File: src/rtl/monostable_pkg.sv
// Shared definitions for the monostable pulse-stretcher array: trigger-mode
// encoding and default sizing constants.
package monostable_pkg;

  localparam int unsigned CH_DEF   = 4;
  localparam int unsigned PW_W_DEF = 8;

  typedef enum logic [1:0] {
    EDGE_RISE = 2'b00,
    EDGE_FALL = 2'b01,
    EDGE_BOTH = 2'b10,
    EDGE_OFF  = 2'b11
  } edge_mode_t;

endpackage

File: src/rtl/mono_chan.sv
// One monostable channel: optional 2-flop synchroniser (MONO_SYNC_EN), input
// history, edge detect, registered trigger and pulse-length down-counter.
module mono_chan
  import monostable_pkg::*;
#(
  parameter int unsigned PW_W = PW_W_DEF
) (
  input  logic            i_clk,
  input  logic            i_rst,
  input  logic            i_sig,
  input  logic [1:0]      i_edge_mode,
  input  logic            i_retrig,
  input  logic [PW_W-1:0] i_pw,
  output logic            o_out,
  output logic            o_out_next
);

  logic            w_s;
  logic            w_edge;
  logic [PW_W-1:0] w_pw_eff;
  logic [PW_W-1:0] w_cnt_next;
  edge_mode_t      w_mode;

  logic            r_sig_d;
  logic            r_trig;
  logic [PW_W-1:0] r_cnt;
  logic            r_out;

`ifdef MONO_SYNC_EN
  logic [1:0] r_sync;

  always_ff @(posedge i_clk) begin
    if (!i_rst) r_sync <= '0;
    else        r_sync <= {r_sync[0], i_sig};
  end

  assign w_s = r_sync[1];
`else
  assign w_s = i_sig;
`endif

  assign w_mode   = edge_mode_t'(i_edge_mode);
  assign w_pw_eff = (i_pw == '0) ? PW_W'(1) : i_pw;

  always_comb begin
    w_edge = 1'b0;
    case (w_mode)
      EDGE_RISE: w_edge = w_s & ~r_sig_d;
      EDGE_FALL: w_edge = ~w_s & r_sig_d;
      EDGE_BOTH: w_edge = w_s ^ r_sig_d;
      default:   w_edge = 1'b0;
    endcase
  end

  // The detected edge is registered once so out rises one edge after detection;
  // out then mirrors counter != 0 exactly, so "counter = 1" is the last high cycle.
  always_comb begin
    w_cnt_next = r_cnt;
    if (r_trig && (i_retrig || (r_cnt == '0)))
      w_cnt_next = w_pw_eff;
    else if (r_cnt != '0)
      w_cnt_next = r_cnt - PW_W'(1);
  end

  assign o_out_next = (w_cnt_next != '0);
  assign o_out      = r_out;

  always_ff @(posedge i_clk) begin
    r_sig_d <= w_s;
    if (!i_rst) begin
      r_trig <= 1'b0;
      r_cnt  <= '0;
      r_out  <= 1'b0;
    end else begin
      r_trig <= w_edge;
      r_cnt  <= w_cnt_next;
      r_out  <= o_out_next;
    end
  end

endmodule

File: src/rtl/monostable_array.sv
// Array of CH independent retriggerable/non-retriggerable monostables with a
// registered busy flag. Define MONO_SYNC_EN to synchronise each sig bit.
module monostable_array
  import monostable_pkg::*;
#(
  parameter int unsigned CH   = CH_DEF,
  parameter int unsigned PW_W = PW_W_DEF
) (
  input  logic            clk,
  input  logic            rst,
  input  logic [CH-1:0]   sig,
  input  logic [1:0]      edge_mode,
  input  logic            retrig,
  input  logic [PW_W-1:0] pw,
  output logic [CH-1:0]   out,
  output logic            busy
);

  logic [CH-1:0] w_out_next;
  logic          r_busy;

  for (genvar g = 0; g < CH; g++) begin : g_chan
    mono_chan #(
      .PW_W(PW_W)
    ) u_chan (
      .i_clk      (clk),
      .i_rst      (rst),
      .i_sig      (sig[g]),
      .i_edge_mode(edge_mode),
      .i_retrig   (retrig),
      .i_pw       (pw),
      .o_out      (out[g]),
      .o_out_next (w_out_next[g])
    );
  end

  // Built from next-state values so busy switches on the same edge as out.
  always_ff @(posedge clk) begin
    if (!rst) r_busy <= 1'b0;
    else      r_busy <= |w_out_next;
  end

  assign busy = r_busy;

endmodule

File: config.mk
export PLATFORM = sky130hd
export DESIGN_NAME = monostable_array
export DESIGN_NICKNAME = d
export VERILOG_FILES = /design/src/rtl/monostable_pkg.sv /design/src/rtl/mono_chan.sv /design/src/rtl/monostable_array.sv
export SDC_FILE = /design/constraint.sdc
export NUM_CORES = 1
export LEC_CHECK = 0
export ABC_CLOCK_PERIOD_IN_PS = 5700
export CAP_MARGIN = 10
export CORE_AREA = 5 5 99 119
export DETAILED_ROUTE_END_ITERATION = 7
export DIE_AREA = 0 0 104 124
export GPL_TIMING_DRIVEN = 0
export HOLD_SLACK_MARGIN = 0.12
export MAX_ROUTING_LAYER = met4
export PLACE_DENSITY = 0.49
export SYNTH_ARGS = -nofsm -noshare
export SYNTH_HDL_FRONTEND = slang
export SYNTH_SLANG_ARGS = --single-unit
File: constraint.sdc
create_clock -name clk -period 5.7 [get_ports clk]
set_input_delay 1.14 -clock clk [delete_from_list [all_inputs] [get_ports clk]]
set_output_delay 1.14 -clock clk [all_outputs]
set_load 0.005 [all_outputs]
Word level (Yosys, flattened, before mapping)

Index checks and enable logic that the tools add are counted.

Eq/ne operators: 2
Reduce and logical (&&, ||, !) cells: 23
Shift-type cells: 0
Bitwise logic cells: 20
Mux-type cells: 13
$lt $le $gt $ge: 0
$mul: 0
Add/subtract/negate cells: 4
Div/mod/pow operators: 0

Operator list:

| operator              | number |
|---|---|
| $mux W8               | 9 |
| $reduce_bool A8 Y1    | 8 |
| $logic_not A8 Y1      | 5 |
| $sub A8 B1 Y8 const B | 4 |
| $pmux W1 S3           | 4 |
| $and A1 B1 Y1         | 8 |
| $not A1 Y1            | 8 |
| $logic_and A1 B1 Y1   | 4 |
| $logic_or A1 B1 Y1    | 4 |
| $reduce_or A4 Y1      | 1 |
| $xor A1 B1 Y1         | 4 |
| $eq A2 B1 Y1 const B  | 1 |
| $eq A2 B2 Y1 const B  | 1 |
| $logic_not A2 Y1      | 1 |

Bits of input ports: 17
Memory bits (read-only): 0
Word-level logic and storage cells: 79
Bits in writable memories: 0
Flip-flop bits (word level): 45
Memories: 0
Output and inout bits: 5
Bits in latches: 0

Depth between registers and ports, before layout

Depth after elaboration: 6
Gate-level depth with buffers: 9

Modules after synthesis

A second synthesis with hierarchy kept.

Cells, all modules: 359
Area total of the unflattened synthesis: 3248.1 sq um

By module, submodules not included:

| module                           | area an instance (sq um) | cells an instance | instances |
|---|---|---|---|
| mono_chan (g_chan[0].u_chan ...) | 825.8                    | 89                | 3 |
| mono_chan (g_chan[3].u_chan)     | 739.5                    | 90                | 1 |
| monostable_array                 | 31.3                     | 2                 | 1 |

Worst setup path before layout

No wires, ideal clock.

Path type: input to register
From: input retrig
To: register r_busy (netlist: busy)
Arrival time: 2.320 ns
Stages: 7
Path buffers: 2
Data required time: 5.560 ns
Slack: 3.240 ns
Setup time: 0.140 ns
Cells stage by stage: clkbuf_1 -> nand2_1 -> o21ai_1 -> buf_2 -> o21ai_0 -> nor4_4 -> a41oi_1

Longest elaborated chain between the ends: 5

RTL lines:

| what                 | line                   | text |
|---|---|---|
| start, declared      | monostable_array.sv:13 | `input logic retrig,` |
| $logic_or A1 B1 Y1   | mono_chan.sv:59        | `if (r_trig && (i_retrig \|\| (r_cnt == '0)))` |
| $logic_and A1 B1 Y1  | mono_chan.sv:59        |  |
| $mux W8              | mono_chan.sv:59        |  |
| $reduce_bool A8 Y1   | mono_chan.sv:65        | `assign o_out_next = (w_cnt_next != '0);` |
| $reduce_or A4 Y1 (*) | monostable_array.sv:40 | `else r_busy <= \|w_out_next;` |
| end signal, assigned | monostable_array.sv:40 |  |
| end, declared        | monostable_array.sv:20 | `logic r_busy;` |

Mark *: on every way between the ends. The rest lies on a longest branch, timed or not.
A chain may end at the register's enable or synchronous reset.

Final worst setup path

From: input pw[5]
To: register r_busy (netlist: busy)

Longest elaborated chain between the ends: 5

RTL lines:

| what                 | line                   | text |
|---|---|---|
| start, declared      | monostable_array.sv:14 | `input logic [PW_W-1:0] pw,` |
| $logic_not A8 Y1     | mono_chan.sv:43        | `assign w_pw_eff = (i_pw == '0) ? PW_W'(1) : i_pw;` |
| $mux W8 (*)          | mono_chan.sv:43        |  |
| $mux W8              | mono_chan.sv:59        |  |
| $reduce_bool A8 Y1   | mono_chan.sv:65        |  |
| $reduce_or A4 Y1 (*) | monostable_array.sv:40 |  |

Marks and branches as above.

==> impl_metrics.tcl <==
set metrics [dict create \
    drt-initial-drc-count 146 \
    critPathLaunchType "input port" \
    drt_pre_antenna_iters 4 \
    vdd_drop_max_mv 0.153 \
    clock-skew-final_ps 6.35 \
    wl_per_cell_um 14.5 \
    crit_chain "clkdlybuf4s50_1, nor3_1, a21oi_1, a22oi_1, a221o_1, nor3_1, a41oi_1" \
    cp_max_fo 9 \
    cts-root-buf "clkbuf_16" \
    vias 2452 \
    critPathKind "input port to register" \
    cts_hold_buf 0 \
    numCtsBuffers 5 \
    core.rowCount 41 \
    drive_above_1_share_pct 8.36 \
    report.final.slew_viol_count 0 \
    ys_warn_count 0 \
    track_usage_pct 11.7 \
    htreeDepth 2 \
    final_core_util_pct 31.4 \
    synth_edf_count 0 \
    hp-class "register to register" \
    tritoncts "built" \
    setup_tns_ps 0 \
    clock_sinks 45 \
    synth_area_sq_um 2750 \
    postCtsResizedCells 0 \
    highest_layer "met4" \
    io_buffer_count 20 \
    antenna_left 0 \
    power_density_nw_per_um2 622 \
    die_w_um 104 \
    cp.required_ps 5840 \
    die_h_um 124 \
    cpLargestDelayFamily "compound AO/OA/AOI/OAI gates" \
    dp_slack_ps 2070 \
    maxCapViolations 0 \
    hold_depth 2 \
    final_cell_mix "nor2_1 (53), dfxtp_1 (45), a21oi_1 (23)" \
    num_antenna_cells 0 \
    min_from "g_chan[2].u_chan.r_cnt[0]" \
    cp.arrival_ps 3480 \
    tightest_slew_ps 700 \
    finalSetupViolCount 0 \
    synth_flop_cell "dfxtp_1" \
    grt_pass1_vias 2377 \
    crit_buf_inv 1 \
    routed-wl-met2_um 3380 \
    met3_length_um 204 \
    drt-met1-wl_um 3340 \
    antenna_found_initial 0 \
    hold_end "g_chan[2].u_chan.r_cnt[0]" \
    post_cts_buffers 0 \
    clock_latency_ps 290 \
    rsz0062_at_grt "false" \
    drt_wl_total_um 7090 \
    fin_ws_ps 2370 \
    drc 0 \
    grt_first_pass_wirelength_um 12000 \
    cp_slowest_cell "clkdlybuf4s50_1" \
    ff2ff_path_depth 8 \
    slowest_delay_ps 730 \
    final_common_cell "nor2_1" \
    nNetsFinal 391 \
    slew_headroom_pct 53.3 \
    ys_types 62 \
    hpwl_um 5300 \
    post-route-min-period_ps 3330 \
    ctsLongestPathBuffers 2 \
    hold_viol_final 0 \
    async_reset_ff_share_pct 0 \
    critPathCaptureType "register" \
    syn_nets 364 \
    synthCells 331 \
    fmax_ghz 0.300 \
    r2r-end "busy" \
    core_region_area_sq_um 10500 \
    overflow 0 \
    grt_max_degree 15 \
    io_pins 22 \
    status "completed" \
    vias_per_cell 5.02 \
    r2r_slack_ps 3020 \
    fin_crit_sh_pct 58.5 \
    die-area_sq_um 12900 \
    syn_avg_cell_area_sq_um 8.32 \
    r2r-start "g_chan[1].u_chan.r_cnt[0]" \
    synth_seq_cells 45 \
    seq_area_frac_synth_pct 32.7 \
    finalWeightedCongestion 0.883 \
    cts.clk_slew.worst_paths_ps 70 \
    cp_common_cell "nor3_1" \
    area_growth_pct 19.5 \
    p_leak_nw 1.31 \
    start_util_pct 26.3 \
]
synthesized netlist by cell type (4+ instances only):
master	n	area share (%)
a21oi_1	23	4.2
a22oi_1	8	2.2
buf_4	4	1.1
clkbuf_1	4	0.55
dfxtp_1	45	33
ha_1	16	7.3
inv_1	20	2.7
nand2_1	21	2.9
nand2b_1	6	1.4
nor2_1	53	7.2
nor3_1	9	1.6
nor3b_1	5	1.4
nor4_1	4	0.91
o21a_1	5	1.4
o21ai_0	9	1.6
o22ai_1	4	0.91
or4_1	4	1.1
xnor2_1	12	3.8
xor2_1	7	2.2
per-layer routing:
layer | vias up | GRT usage [%]
li1 | 1243 | -
met1 | 1149 | 14.3
met2 | 46 | 19.9
met3 | 14 | 1.56
met4 | 0 | 4.05
met5 | - | -
tightest hold or removal path, stage by stage (launching register included):
cell	delay, ps
dfxtp_1	370
a31oi_1	160
nor2_1	40
registers in the layout (all words and copies together) (netlist names):
register	flops
g_chan.u_chan.r_sig_d	4
g_chan.u_chan.r_trig	4
busy	1
g_chan.u_chan.o_out	4
g_chan.u_chan.r_cnt	32
layout make-up:
class / count / area [sq um]
buffer: 12 / 63.8
inverter: 21 / 78.8
sequential: 45 / 901
clock buffer: 6 / 139
multi-input combinational: 253 / 1710
timing repair buffer: 20 / 200
tap: 129 / 161
clock inverter: 2 / 37.5
fill: 1125 / 7170
where the power goes:
part / total (mW) / switching, mW / leakage, nW / internal, mW
Clock: 0.346 / 0.127 / 0.0831 / 0.219
Sequential: 0.556 / 0.129 / 0.374 / 0.427
Combinational: 1.14 / 0.625 / 0.850 / 0.519
Total: 2.05 / 0.881 / 1.31 / 1.17
kinds of logic after synthesis:
logic type | share of synthesized area, %
AO/OA/AOI/OAI | 23.0
AND/OR/NAND/NOR | 24.3
flip-flops | 32.7
buffers and inverters | 5.18
multiplexers | 1.50
adder cells (fa/ha/maj) | 7.27
XOR/XNOR | 6.05
metrics by stage:
stage               total power [mW]  instance area (sq um)  instances  hold slack, ps
floorplan                       1.46                   2750        331             552
global placement                1.70                   3110        480             606
detailed placement              1.70                   3110        480             605
CTS                             2.06                   3290        488             616
global route                    2.24                   3290        488             643
finish                          2.05                   3290        488             617
how the worst max path moves through the flow:
stage,endpoint,start,depth (start not counted)
after floorplan,busy,retrig,7
after global placement,busy,pw[5],7
after detailed placement,busy,pw[3],7
after CTS,busy,pw[3],7
after global routing,busy,pw[3],7
final,busy,pw[5],7
(Power assumes the default switching activity.)
==> variant 1, RTL diff (same settings) <==
Register the inputs `sig`, `edge_mode`, `retrig` and `pw` before use, with the module's reset. The logic sees them one clock later. Comments in the files are not updated.
--- a/src/rtl/monostable_array.sv
+++ b/src/rtl/monostable_array.sv
@@ -16,6 +16,25 @@
   output logic            busy
 );
 
+  logic [CH-1:0] sig_q;
+  logic [1:0] edge_mode_q;
+  logic retrig_q;
+  logic [PW_W-1:0] pw_q;
+
+  always_ff @(posedge clk) begin
+    if (!rst) begin
+      sig_q       <= '0;
+      edge_mode_q <= '0;
+      retrig_q    <= '0;
+      pw_q        <= '0;
+    end else begin
+      sig_q       <= sig;
+      edge_mode_q <= edge_mode;
+      retrig_q    <= retrig;
+      pw_q        <= pw;
+    end
+  end
+
   logic [CH-1:0] w_out_next;
   logic          r_busy;
 
@@ -25,10 +44,10 @@
     ) u_chan (
       .i_clk      (clk),
       .i_rst      (rst),
-      .i_sig      (sig[g]),
-      .i_edge_mode(edge_mode),
-      .i_retrig   (retrig),
-      .i_pw       (pw),
+      .i_sig      (sig_q[g]),
+      .i_edge_mode(edge_mode_q),
+      .i_retrig   (retrig_q),
+      .i_pw       (pw_q),
       .o_out      (out[g]),
       .o_out_next (w_out_next[g])
     );
Behaviour: not the same (a bounded check fails within 4 cycles, from zero or initial values and one cycle with rst low).
==> variant 1 against the original RTL <==
- final area increased by 17%
- routed wire length increased by 3.0%
- sequential cell count increased by 15
- total power increased by 19%
- clock power increased by 110%
- count of clock-buffer cells in the layout increased by 4
- combinational power decreased by 7%
- synthesized area increased by 12%
- first-iteration DRC count increased by 5.5%
- sequential power increased by 17%
- sequential share of layout area increased by 3.9 points
- worst setup slack improved by 0.77 ns
==> variant 1: results (changes against the original RTL) <==
place_ws_ns: 3.06  # +0.998 ns
reg2regPathDepth: 6  # -2
holdPathStages: 0  # -2
netlist_instances: 341  # +3.0%
dp_hpwl_mm: 5.48  # +3.5%
fin_cells: 507  # +3.9%
placed_area_um2: 3440  # +11%
cts.htree.levels: 3  # +1
numCtsBuffers: 9  # +4
gp_congestion: 0.798  # -9.6%
grt_use_met3: 0.0238  # +0.00829
yosysWarningCount: 0  # unchanged
met1_usage: 0.146  # +0.00265
grt_pass1_wl_mm: 12.2  # +2.3%
clkSlewWorstSetupHoldPaths_ns: 0.05  # -0.02 ns
via_per_inst: 4.92  # -2.1%
drive_gt1_frac: 0.101  # +0.0170
r2r-start: "pw_q[2]"
status: "finished, final reports clean"
critPathTopFamily: "compound AO/OA/AOI/OAI gates"
ys_seq_area_frac: 0.391  # +0.0636
syn-num-nets: 374  # +2.7%
worstPathArrival_ns: 2.74  # -0.74 ns
fin_nets: 406  # +3.8%
firstDrtPassIters: 6  # +2
grtUsageTotal: 0.125  # +0.00816
grt_max_degree: 12  # -3
synth_cell_types: 56  # -9.7%
insertedDiodeCount: 0  # unchanged
grtUsageMet2: 0.205  # +0.00558
synthTopCellsByCount: "dfxtp_1 (60), nor2_1 (47), and2_1 (23), inv_1 (20), nand2_1 (20)"
first_iter_violations: 154  # +5.5%
wl_per_cell_um: 14.4  # -0.84%
crit_path_top_delay_cell: "dfxtp_1"
cellLeakagePower_nw: 1.55  # +19%
clock_latency_ns: 0.33  # +0.04 ns
place_inst: 491  # +2.3%
cp_max_fo: 7  # -2
whs_ns: 0.369  # -0.248 ns
fillers: 1105  # -1.8%
grt_pass1_vias: 2457  # +3.4%
fin_skew_ns: 0.00622  # -0.000128 ns
peakVddDrop_mv: 0.163  # +6.5%
min_from: "sig_q[0]"
worst_slew_pin_slew_ns: 0.628  # -0.0718 ns
hold_end: "g_chan[0].u_chan.r_sig_d"
max_stage_delay_ns: 0.59  # -0.14 ns
yosys-top-cells-area: "dfxtp_1 (39%), ha_1 (6.5%), nor2_1 (5.7%)"
-- variant 1: changes by cell type after synthesis, sizes merged, moves of 4 or more --
cell,unedited run,this run
and2,3,24
dfxtp,45,60
a21oi,23,11
a22oi,8,17
nor2,54,47
nand2b,6,1
o21ai,13,8
a211oi,3,7
o22ai,4,0
-- variant 1: logic make-up after synthesis --
kind of cell / after synthesis / share of synthesized area
adder cells (fa/ha/maj): 16 / 0.0651
flip-flops: 60 / 0.391
AO/OA/AOI/OAI: 67 / 0.167
buffers and inverters: 33 / 0.0480
AND/OR/NAND/NOR: 135 / 0.238
multiplexers: 9 / 0.0305
XOR/XNOR: 21 / 0.0599
-- variant 1: power breakdown --
part | internal (mW) | leakage (nW) | switching (mW)
clock | 0.528 | 0.193 | 0.189
sequential | 0.536 | 0.498 | 0.117
combinational | 0.511 | 0.857 | 0.552
total | 1.57 | 1.55 | 0.858
-- variant 1: worst max-delay path by stage --
stage | cells past startpoint | slack [ns] | to | from
final | 6 | 3.14 | busy | pw_q[2]
after detailed placement | 4 | 3.06 | g_chan[0].u_chan.r_cnt[3] | rst
after floorplan | 8 | 3.53 | busy | g_chan[2].u_chan.r_cnt[0]
after global placement | 4 | 3.06 | g_chan[2].u_chan.r_cnt[2] | rst
after global routing | 6 | 2.89 | busy | pw_q[3]
after CTS | 6 | 3.06 | busy | pw_q[3]
-- variant 1: final cells by class --
class,count,area (um^2),share of cell area
multi-input combinational,248,1720,0.449
inverter,21,78.8,0.0205
tap,129,161,0.0420
buffer,12,68.8,0.0179
timing repair buffer,21,210,0.0547
sequential,60,1200,0.313
clock buffer,10,239,0.0622
clock inverter,6,159,0.0414
-- variant 1: per-layer routing --
metal,vias up,part of all wire
met1,1172,0.48
li1,1270,-
met5,-,0
met2,39,0.47
met4,0,0.023
met3,13,0.034
==> variant 2, RTL diff (same flow settings) <==
Made on the original files. The option `MONO_SYNC_EN` is turned on by a define.
--- a/src/rtl/mono_chan.sv
+++ b/src/rtl/mono_chan.sv
@@ -1,5 +1,7 @@
 // One monostable channel: optional 2-flop synchroniser (MONO_SYNC_EN), input
 // history, edge detect, registered trigger and pulse-length down-counter.
+`define MONO_SYNC_EN
+
 module mono_chan
   import monostable_pkg::*;
 #(
Check against the original RTL: not equivalent (Yosys sat finds a counterexample within 4 cycles, from zero or initial values and one cycle with rst low).
==> variant 2 against the original RTL <==
- total power shrank 4.6%
- synthesized area grew 4.1%
- routed wire length is 4.4% lower
- sequential cell count rose by 8
- critical path type unchanged
- largest cell class unchanged
- final area increased by 2.0%
- worst setup slack improved by 0.012 ns
- sequential share of layout area rose by 4.2 points
- largest power group unchanged
==> variant 2: results (changes against the original RTL) <==
status: "finished, final reports clean"
firstDrtPassIters: 5  # +1
fillers: 1141  # +1.4%
ys_seq_area_frac: 0.370  # +0.0430
syn-num-nets: 367  # +0.82%
dp_hpwl_mm: 5.23  # -1.3%
cts.htree.levels: 2  # unchanged
grtUsageTotal: 0.112  # -0.00461
wl_per_cell_um: 13.8  # -4.8%
syn_area_per_cell_um2: 8.58  # +3.2%
via_per_inst: 4.99  # -0.69%
max_stage_delay_ns: 0.69  # -0.04 ns
antenna_found_initial: 0  # unchanged
fin_skew_ns: 0.00489  # -0.00146 ns
synthTopCellsByCount: "dfxtp_1 (53), nor2_1 (50), a21oi_1 (22), inv_1 (22), nand2_1 (18)"
place_inst: 482  # +0.42%
routed_wl_mm: 6.77  # -4.4%
grt_pass1_vias: 2416  # +1.6%
gp_congestion: 0.859  # -2.7%
drive_gt1_frac: 0.0665  # -0.0171
crit_path_top_delay_cell: "clkdlybuf4s50_1"
cellLeakagePower_nw: 1.32  # +0.68%
yosys-top-cells-area: "dfxtp_1 (37%), ha_1 (7.0%), nor2_1 (6.6%)"
synth_top_area_share: 0.370  # +0.0430
synth_cell_types: 58  # -6.5%
grt_pass1_wl_mm: 11.6  # -3.4%
cp_max_fo: 6  # -3
relSlewSlack: 0.441  # -0.0918
worstPathArrival_ns: 3.45  # -0.03 ns
grt_max_degree: 16  # +1
clkSlewWorstSetupHoldPaths_ns: 0.07  # about the same
cts_resized: 0  # unchanged
synthFlopType: "dfxtp_1"
yosysWarningCount: 0  # unchanged
cts_max_path_buffers: 2  # unchanged
first_iter_violations: 168  # +15%
numCtsBuffers: 5  # unchanged
io_buffers: 19  # -5.0%
fin_nets: 393  # +0.51%
peakVddDrop_mv: 0.146  # -4.6%
cts_setup_buffers: 0  # unchanged
[variant 2: cell types whose count changed after synthesis, sizes merged, moves of 4 or more]
cell / change
o22ai: -4
o21a: -4
mux2i: +5
o21ai: -5
nor3: +6
dfxtp: +8
nand2b: -5
nor2: -4
and2: +15
[variant 2: kinds of logic (layout without fill, tap and decap cells)]
kind of cell	Yosys count	count (layout)	share of synthesized area
mux	8	8	0.0279
fa+ha+maj	16	16	0.0699
xor+xnor	19	19	0.0581
buf+inv	36	63	0.0555
compound gates	66	66	0.171
flops	53	53	0.370
simple gates	136	136	0.248
[variant 2: cell type report]
cell class / count / area [um^2] / share of cell area
buffer: 13 / 72.6 / 0.0216
timing repair buffer: 19 / 190 / 0.0567
clock inverter: 2 / 10.0 / 0.00298
inverter: 23 / 86.3 / 0.0257
clock buffer: 6 / 129 / 0.0384
sequential: 53 / 1060 / 0.316
tap: 129 / 161 / 0.0481
multi-input combinational: 245 / 1650 / 0.490
[variant 2: worst paths after layout]
path / depth (start not counted) / start / slack (ns) / end
worst min-delay path: 0 / g_chan[2].u_chan.r_sync[1] / 0.37 / g_chan[2].u_chan.r_sig_d
worst min register to register: 0 / g_chan[2].u_chan.r_sync[1] / 0.37 / g_chan[2].u_chan.r_sig_d
worst max register to register: 9 / g_chan[0].u_chan.r_cnt[0] / 2.70 / busy
worst max-delay path: 7 / pw[4] / 2.38 / busy
[variant 2: power by group]
part           switching [mW]  internal (mW)
Clock                   0.124          0.161
Combinational           0.566          0.499
Sequential              0.117          0.484
Total                   0.807           1.14
[variant 2: through the flow]
step                hold slack [ns]  setup WS, ns  area [um^2]  utilization
finish                        0.370          2.38         3360        0.321
global placement              0.360          2.09         3220        0.307
global route                  0.385          2.21         3360        0.321
CTS                           0.374          2.39         3360        0.321
floorplan                     0.355          2.65         2870            -
detailed placement            0.365          2.09         3220        0.307
[variant 2: layer usage]
layer / vias to the layer above / wire length [um] / global-route usage
li1: 1225 / - / -
met1: 1136 / 3020 / 0.128
met2: 68 / 3280 / 0.197
met3: 16 / 301 / 0.0228
met4: 0 / 170 / 0.0413
met5: - / 0 / -
